[config.mk]
export PLATFORM = sky130hd
export DESIGN_NAME = regfile_sb_param
export DESIGN_NICKNAME = d
export VERILOG_FILES = /design/src/rtl/regfile_sb_param.sv
export SDC_FILE = /design/constraint.sdc
export NUM_CORES = 2
export LEC_CHECK = 0
export BUFFER_PORTS_ARGS = -buffer_cell sky130_fd_sc_hd__clkbuf_2
export CAP_MARGIN = 20
export CORE_AREA = 2 2 449 451
export CTS_CLUSTER_DIAMETER = 40
export DETAILED_ROUTE_END_ITERATION = 6
export DIE_AREA = 0 0 451 453
export PLACE_DENSITY_LB_ADDON = 0.2
export SLEW_MARGIN = 25
export SYNTH_ARGS = -nofsm -noshare
export SYNTH_HDL_FRONTEND = slang
export SYNTH_SLANG_ARGS = --single-unit
export TNS_END_PERCENT = 30
[constraint.sdc]
create_clock -name Clk -period 38.1 [get_ports Clk]
set_input_delay 3.81 -clock Clk [delete_from_list [all_inputs] [get_ports Clk]]
set_output_delay 3.81 -clock Clk [all_outputs]
set_load 0.02 [all_outputs]
[src/rtl/regfile_sb_param.sv]
// Decode-stage register file with a per-register busy scoreboard.
// Register 0 is hard-wired to zero. There are two combinational read ports and
// one synchronous write port. An optional bypass forwards write data to reads
// of the same register in the same cycle. BusyCount tracks the number of
// registers that still wait for a multi-cycle producer.
module regfile_sb_param #(
    parameter int          WIDTH   = 32,
    parameter int          DEPTH   = 32,
    parameter int          BYPASS  = 1,
    parameter int          GP_IDX  = 28,
    parameter int unsigned GP_INIT = 32'h0000_1800,
    parameter int          SP_IDX  = 29,
    parameter int unsigned SP_INIT = 32'h0000_3ffc,
    localparam int         ADDR_W  = $clog2(DEPTH)
) (
    input  logic                   Clk,
    input  logic                   Reset,
    input  logic [ADDR_W-1:0]      ReadRegister1,
    input  logic [ADDR_W-1:0]      ReadRegister2,
    output logic [WIDTH-1:0]       ReadData1,
    output logic [WIDTH-1:0]       ReadData2,
    output logic                   ReadBusy1,
    output logic                   ReadBusy2,
    input  logic [ADDR_W-1:0]      WriteRegister,
    input  logic [WIDTH-1:0]       WriteData,
    input  logic                   RegWrite,
    input  logic [ADDR_W-1:0]      ReserveRegister,
    input  logic                   ReserveEn,
    output logic [ADDR_W:0]        BusyCount,
    output logic [DEPTH*WIDTH-1:0] AllOutputs
);

    localparam bit BYP_EN = (BYPASS != 0);

    logic [WIDTH-1:0]  regs_r [DEPTH];
    logic [DEPTH-1:0]  busy_r;
    logic [DEPTH-1:0]  busy_next_s;
    logic [ADDR_W:0]   busy_count_r;
    logic              wr_en_s;
    logic              rsv_en_s;
    logic              cnt_inc_s;
    logic              cnt_dec_s;
    logic              byp1_s;
    logic              byp2_s;

    // Reset contents: only the global and stack pointers start non-zero.
    function automatic logic [WIDTH-1:0] reset_value(input int idx);
        if (idx == GP_IDX) begin
            return WIDTH'(GP_INIT);
        end else if (idx == SP_IDX) begin
            return WIDTH'(SP_INIT);
        end else begin
            return {WIDTH{1'b0}};
        end
    endfunction

    // Writes and reserves that target register 0 are dropped here, so that
    // register 0 can never change and can never become busy.
    assign wr_en_s  = RegWrite  && (WriteRegister   != {ADDR_W{1'b0}});
    assign rsv_en_s = ReserveEn && (ReserveRegister != {ADDR_W{1'b0}});

    // The count rises only when a reserve hits an idle register. It falls only
    // when a write retires a busy register that is not being re-reserved in
    // the same cycle.
    assign cnt_inc_s = rsv_en_s && !busy_r[ReserveRegister];
    assign cnt_dec_s = wr_en_s && busy_r[WriteRegister]
                       && !(rsv_en_s && (ReserveRegister == WriteRegister));

    // Register array: preset on reset, otherwise written by the write port.
    always_ff @(posedge Clk or posedge Reset) begin
        if (Reset) begin
            for (int i = 0; i < DEPTH; i++) begin
                regs_r[i] <= reset_value(i);
            end
        end else if (wr_en_s) begin
            regs_r[WriteRegister] <= WriteData;
        end
    end

    // Next busy vector: a new reservation takes priority over a retiring write.
    always_comb begin
        busy_next_s = busy_r;
        for (int i = 0; i < DEPTH; i++) begin
            if (rsv_en_s && (ReserveRegister == ADDR_W'(i))) begin
                busy_next_s[i] = 1'b1;
            end else if (wr_en_s && (WriteRegister == ADDR_W'(i))) begin
                busy_next_s[i] = 1'b0;
            end else begin
                busy_next_s[i] = busy_r[i];
            end
        end
    end

    // Scoreboard state and the incrementally maintained busy count.
    always_ff @(posedge Clk or posedge Reset) begin
        if (Reset) begin
            busy_r       <= {DEPTH{1'b0}};
            busy_count_r <= {(ADDR_W+1){1'b0}};
        end else begin
            busy_r       <= busy_next_s;
            busy_count_r <= busy_count_r + {{ADDR_W{1'b0}}, cnt_inc_s}
                                         - {{ADDR_W{1'b0}}, cnt_dec_s};
        end
    end

    // A same-cycle write to the addressed register overrides the stored value
    // and the stored busy bit when forwarding is enabled.
    always_comb begin
        byp1_s    = BYP_EN && !Reset && wr_en_s && (WriteRegister == ReadRegister1);
        byp2_s    = BYP_EN && !Reset && wr_en_s && (WriteRegister == ReadRegister2);
        ReadData1 = regs_r[ReadRegister1];
        ReadBusy1 = busy_r[ReadRegister1];
        ReadData2 = regs_r[ReadRegister2];
        ReadBusy2 = busy_r[ReadRegister2];
        if (byp1_s) begin
            ReadData1 = WriteData;
            ReadBusy1 = 1'b0;
        end else begin
            ReadData1 = regs_r[ReadRegister1];
            ReadBusy1 = busy_r[ReadRegister1];
        end
        if (byp2_s) begin
            ReadData2 = WriteData;
            ReadBusy2 = 1'b0;
        end else begin
            ReadData2 = regs_r[ReadRegister2];
            ReadBusy2 = busy_r[ReadRegister2];
        end
    end

    assign BusyCount = busy_count_r;

    // The debug snapshot shows stored state only and never shows forwarded data.
    for (genvar g = 0; g < DEPTH; g++) begin : g_snap
        assign AllOutputs[g*WIDTH +: WIDTH] = regs_r[g];
    end

endmodule

==> flow_summary.json <==
{
  "status": "completed",
  "crit_chain": "buf_8 > buf_4 > buf_4 > buf_4 > buf_4 > mux4_2 > o22ai_1 > nor4_1 > mux2_2 > clkbuf_2",
  "nNetsFinal": 4810,
  "period_needed_ns": 12.75,
  "setup_viol": 0,
  "cts_root_buf": "clkbuf_16",
  "cp_max_fo": 53,
  "overflow": 0,
  "crit_cells": 10,
  "fmax_ghz": 0.0784,
  "rr_endpoint": "BusyCount[4]",
  "rows": 164,
  "ys.warnings.count": 0,
  "grt_pass1_vias": 42300,
  "synth_xor_area_share_pct": 0.310,
  "n_fill_cell": 19200,
  "synth_edf_count": 0,
  "syn_area_sq_um": 56400,
  "cts_resized": 0,
  "relSlewSlack_pct": 8.20,
  "ctsHoldBuffers": 0,
  "r2r_slack_ns": 34.74,
  "r2r_cells": 11,
  "peakVddDrop_mv": 0.0439,
  "drv_cap": 0,
  "cts.sinks": 1062,
  "synth-simple-area-share_pct": 2.07,
  "track_usage_pct": 28.6,
  "synth_fa_ha_area_share_pct": 0.169,
  "synth_flop_cell": "dfrtp_1",
  "yosysSeqAreaShare_pct": 47.1,
  "routedWlPerCell_um": 39.4,
  "final_layout_size_suffix_gt1_share_pct": 67.7,
  "antenna_found_initial": 46,
  "cp-end-kind": "primary output",
  "dieHeight_um": 453,
  "min_from": "AllOutputs[12]",
  "final_core_util_pct": 36.6,
  "crit_path_max_incr_delay_ns": 0.94,
  "start_kind": "primary input",
  "drtAntennaViolNets": 0,
  "p_leak_uw": 0.0329,
  "ios": 1152,
  "cts_tree": "yes",
  "insertion_delay_ns": 0.87,
  "die_w_um": 451,
  "finClkSkew_ns": 0.0537,
  "synth_top_family_by_area": "multiplexers",
  "muxShareOfSynthArea_pct": 42.9,
  "io_buffers": 1151,
  "syn_to_final_growth_pct": 29.1,
  "setup.worst_path.class": "primary input to primary output",
  "syn_nets": 3742,
  "hold_path.class": "flop to flop",
  "fin_tns_setup_ns": 0,
  "crit_end": "ReadData1[8]",
  "p_per_area_nw_per_um2": 69.4,
  "timing.hold.ws_ns": 0.417,
  "grt_max_degree": 155,
  "routed_via_density": 5.70,
  "final-hold-violation-count": 0,
  "async_flop_share_pct": 100,
  "synth.avg_cell_area_sq_um": 15.3,
  "drt_iter0_markers": 4145,
  "slew_violations": 0,
  "crit_buf_inv": 6,
  "cts_made_buffers": 224,
  "synth_compound_area_share_pct": 3.61,
  "ys_types": 55,
  "htree_levels": 4,
  "rsz0062_at_grt": "no",
  "worst_r2r_startpoint": "busy_r[3]",
  "start_util_pct": 28.3,
  "drt_first_pass_iters": 6,
  "synthCells": 3679,
  "worst_path_max_delay_cell": "o22ai_1",
  "period_share_pct": 33.5,
  "critPathLaunch": "ReadRegister1[0]",
  "regArea_sq_um": 26600,
  "num_vias": 43400,
  "worstPathRequired_ns": 34.29,
  "dp_hpwl_mm": 220,
  "drc": 0,
  "tightest_slew_ns": 1.36,
  "cpMostUsedCell": "buf_4",
  "totalWireLength_mm": 300,
  "worst_path_dominant_cell_family": "buffers and inverters",
  "finalPower_uw": 5060,
  "die-area_sq_um": 204000,
  "multiInputGateArea_sq_um": 28000,
  "routabilityCongestion": 1.00,
  "grt_pass1_wl_mm": 401,
  "post_cts_buffers": 0,
  "path_clk_slew_ns": 0.05,
  "core-area_sq_um": 199000,
  "ys_ff_latch": 1062,
  "arrival_ns": 8.94,
  "max-clock-path-buffers": 3
}
==> placed cells by master, fill, tap and decap left out, drive strengths merged, types with 19 or more instances in the layout <==
master	Yosys	final
dfrtp	1048	1048
nor2	22	22
buf	221	125
nand3	19	19
clkinvlp	0	28
o22ai	255	255
bufinv	0	29
clkbuf	209	1421
mux2	1050	1050
nand2	39	39
diode	0	20
clkinv	1	69
inv	22	44
o21ai	27	27
mux4	542	542
nor4	65	65
==> synth_stat cells, types with 4 or more instances <==
master	number	share of area, %
nand3b_1	4	0.053
or2_2	4	0.044
buf_4	46	0.61
o21ai_0	27	0.24
nor2_1	22	0.15
buf_1	12	0.080
nand4_1	4	0.044
xor2_1	9	0.14
buf_6	14	0.28
inv_1	22	0.15
dfstp_2	14	0.65
buf_2	149	1.3
nor3_1	6	0.053
mux2_1	4	0.080
o22ai_1	255	2.8
dfrtp_1	1048	46
mux4_2	542	22
nor2b_1	12	0.13
nand3_1	19	0.17
and3_1	8	0.089
ha_1	6	0.13
a31oi_1	4	0.044
nand2_1	39	0.26
mux2i_1	16	0.28
clkbuf_1	209	1.4
nand2b_1	11	0.12
mux2_2	1046	21
a21oi_1	5	0.044
a22o_1	11	0.17
nor4_1	65	0.72
xnor2_1	11	0.17
==> power by group <==
part	switching (uW)	total (uW)	internal (uW)	leakage [uW]
Sequential	281	1630	1350	0.0135
Combinational	816	1360	545	0.0155
Clock	721	2070	1340	0.00387
Total	1820	5060	3240	0.0329
==> worst reg2reg max path: cells and delay by family (launching register included) <==
family / cells / cell delay (ns)
fa+ha+maj: 3 / 0.99
mux: 2 / 0.98
compound gates: 2 / 0.50
flops: 1 / 0.42
simple gates: 2 / 0.17
xor+xnor: 1 / 0.13
buf+inv: 1 / 0.11
==> cell type report <==
type,count,share of cell area (%)
multi-input cells,2164,38.4
flip-flops and latches,1062,36.5
repair buffers,1272,9.31
clock buffers,274,8.40
well taps,2656,4.56
clock inverters,147,2.65
inverters,23,0.129
diodes,20,0.0687
==> sequential cells by signal (all words and copies together) (netlist names) <==
register and cells:
AllOutputs 1024, BusyCount 6, busy_r 32
==> routing by layer <==
metal  share of wire, %  vias to the layer above  global-route usage (%)
li1                   -                    16800                       -
met1                 42                    23900                    38.8
met2                 43                     2263                    40.9
met3                9.1                      522                    9.18
met4                5.6                        6                    14.2
met5               0.12                        -                    1.26
==> worst min-delay path by stage <==
stage                endpoint  slack, ns  cells past startpoint
2_1_floorplan       busy_r[0]       0.47                      1
6_report       AllOutputs[12]       0.42                      0
4_1_cts        AllOutputs[31]       0.42                      0
3_5_place_dp   AllOutputs[31]       0.41                      0
3_3_place_gp   AllOutputs[11]       0.40                      0
5_1_grt        AllOutputs[10]       0.43                      0
==> per-stage QoR <==
| step | area, sq um | cells | setup slack (ns) |
|---|---|---|---|
| 2_1_floorplan | 56400 | 3679 | 4.42 |
| 3_3_place_gp | 64600 | 7173 | 25.22 |
| 3_5_place_dp | 64700 | 7176 | 25.17 |
| 4_1_cts | 72700 | 7597 | 25.16 |
| 5_1_grt | 72800 | 7609 | 25.08 |
| 6_report | 72800 | 7618 | 25.35 |
==> cell families (layout without fill, tap and decap cells) <==
| family | count (synthesis) | in the layout |
|---|---|---|
| buf+inv | 453 | 1716 |
| xor+xnor | 20 | 20 |
| other cells | 0 | 20 |
| mux | 1608 | 1608 |
| fa+ha+maj | 7 | 7 |
| simple gates | 209 | 209 |
| flops | 1062 | 1062 |
| compound gates | 320 | 320 |
No activity file was read; power rests on OpenSTA's default activity.
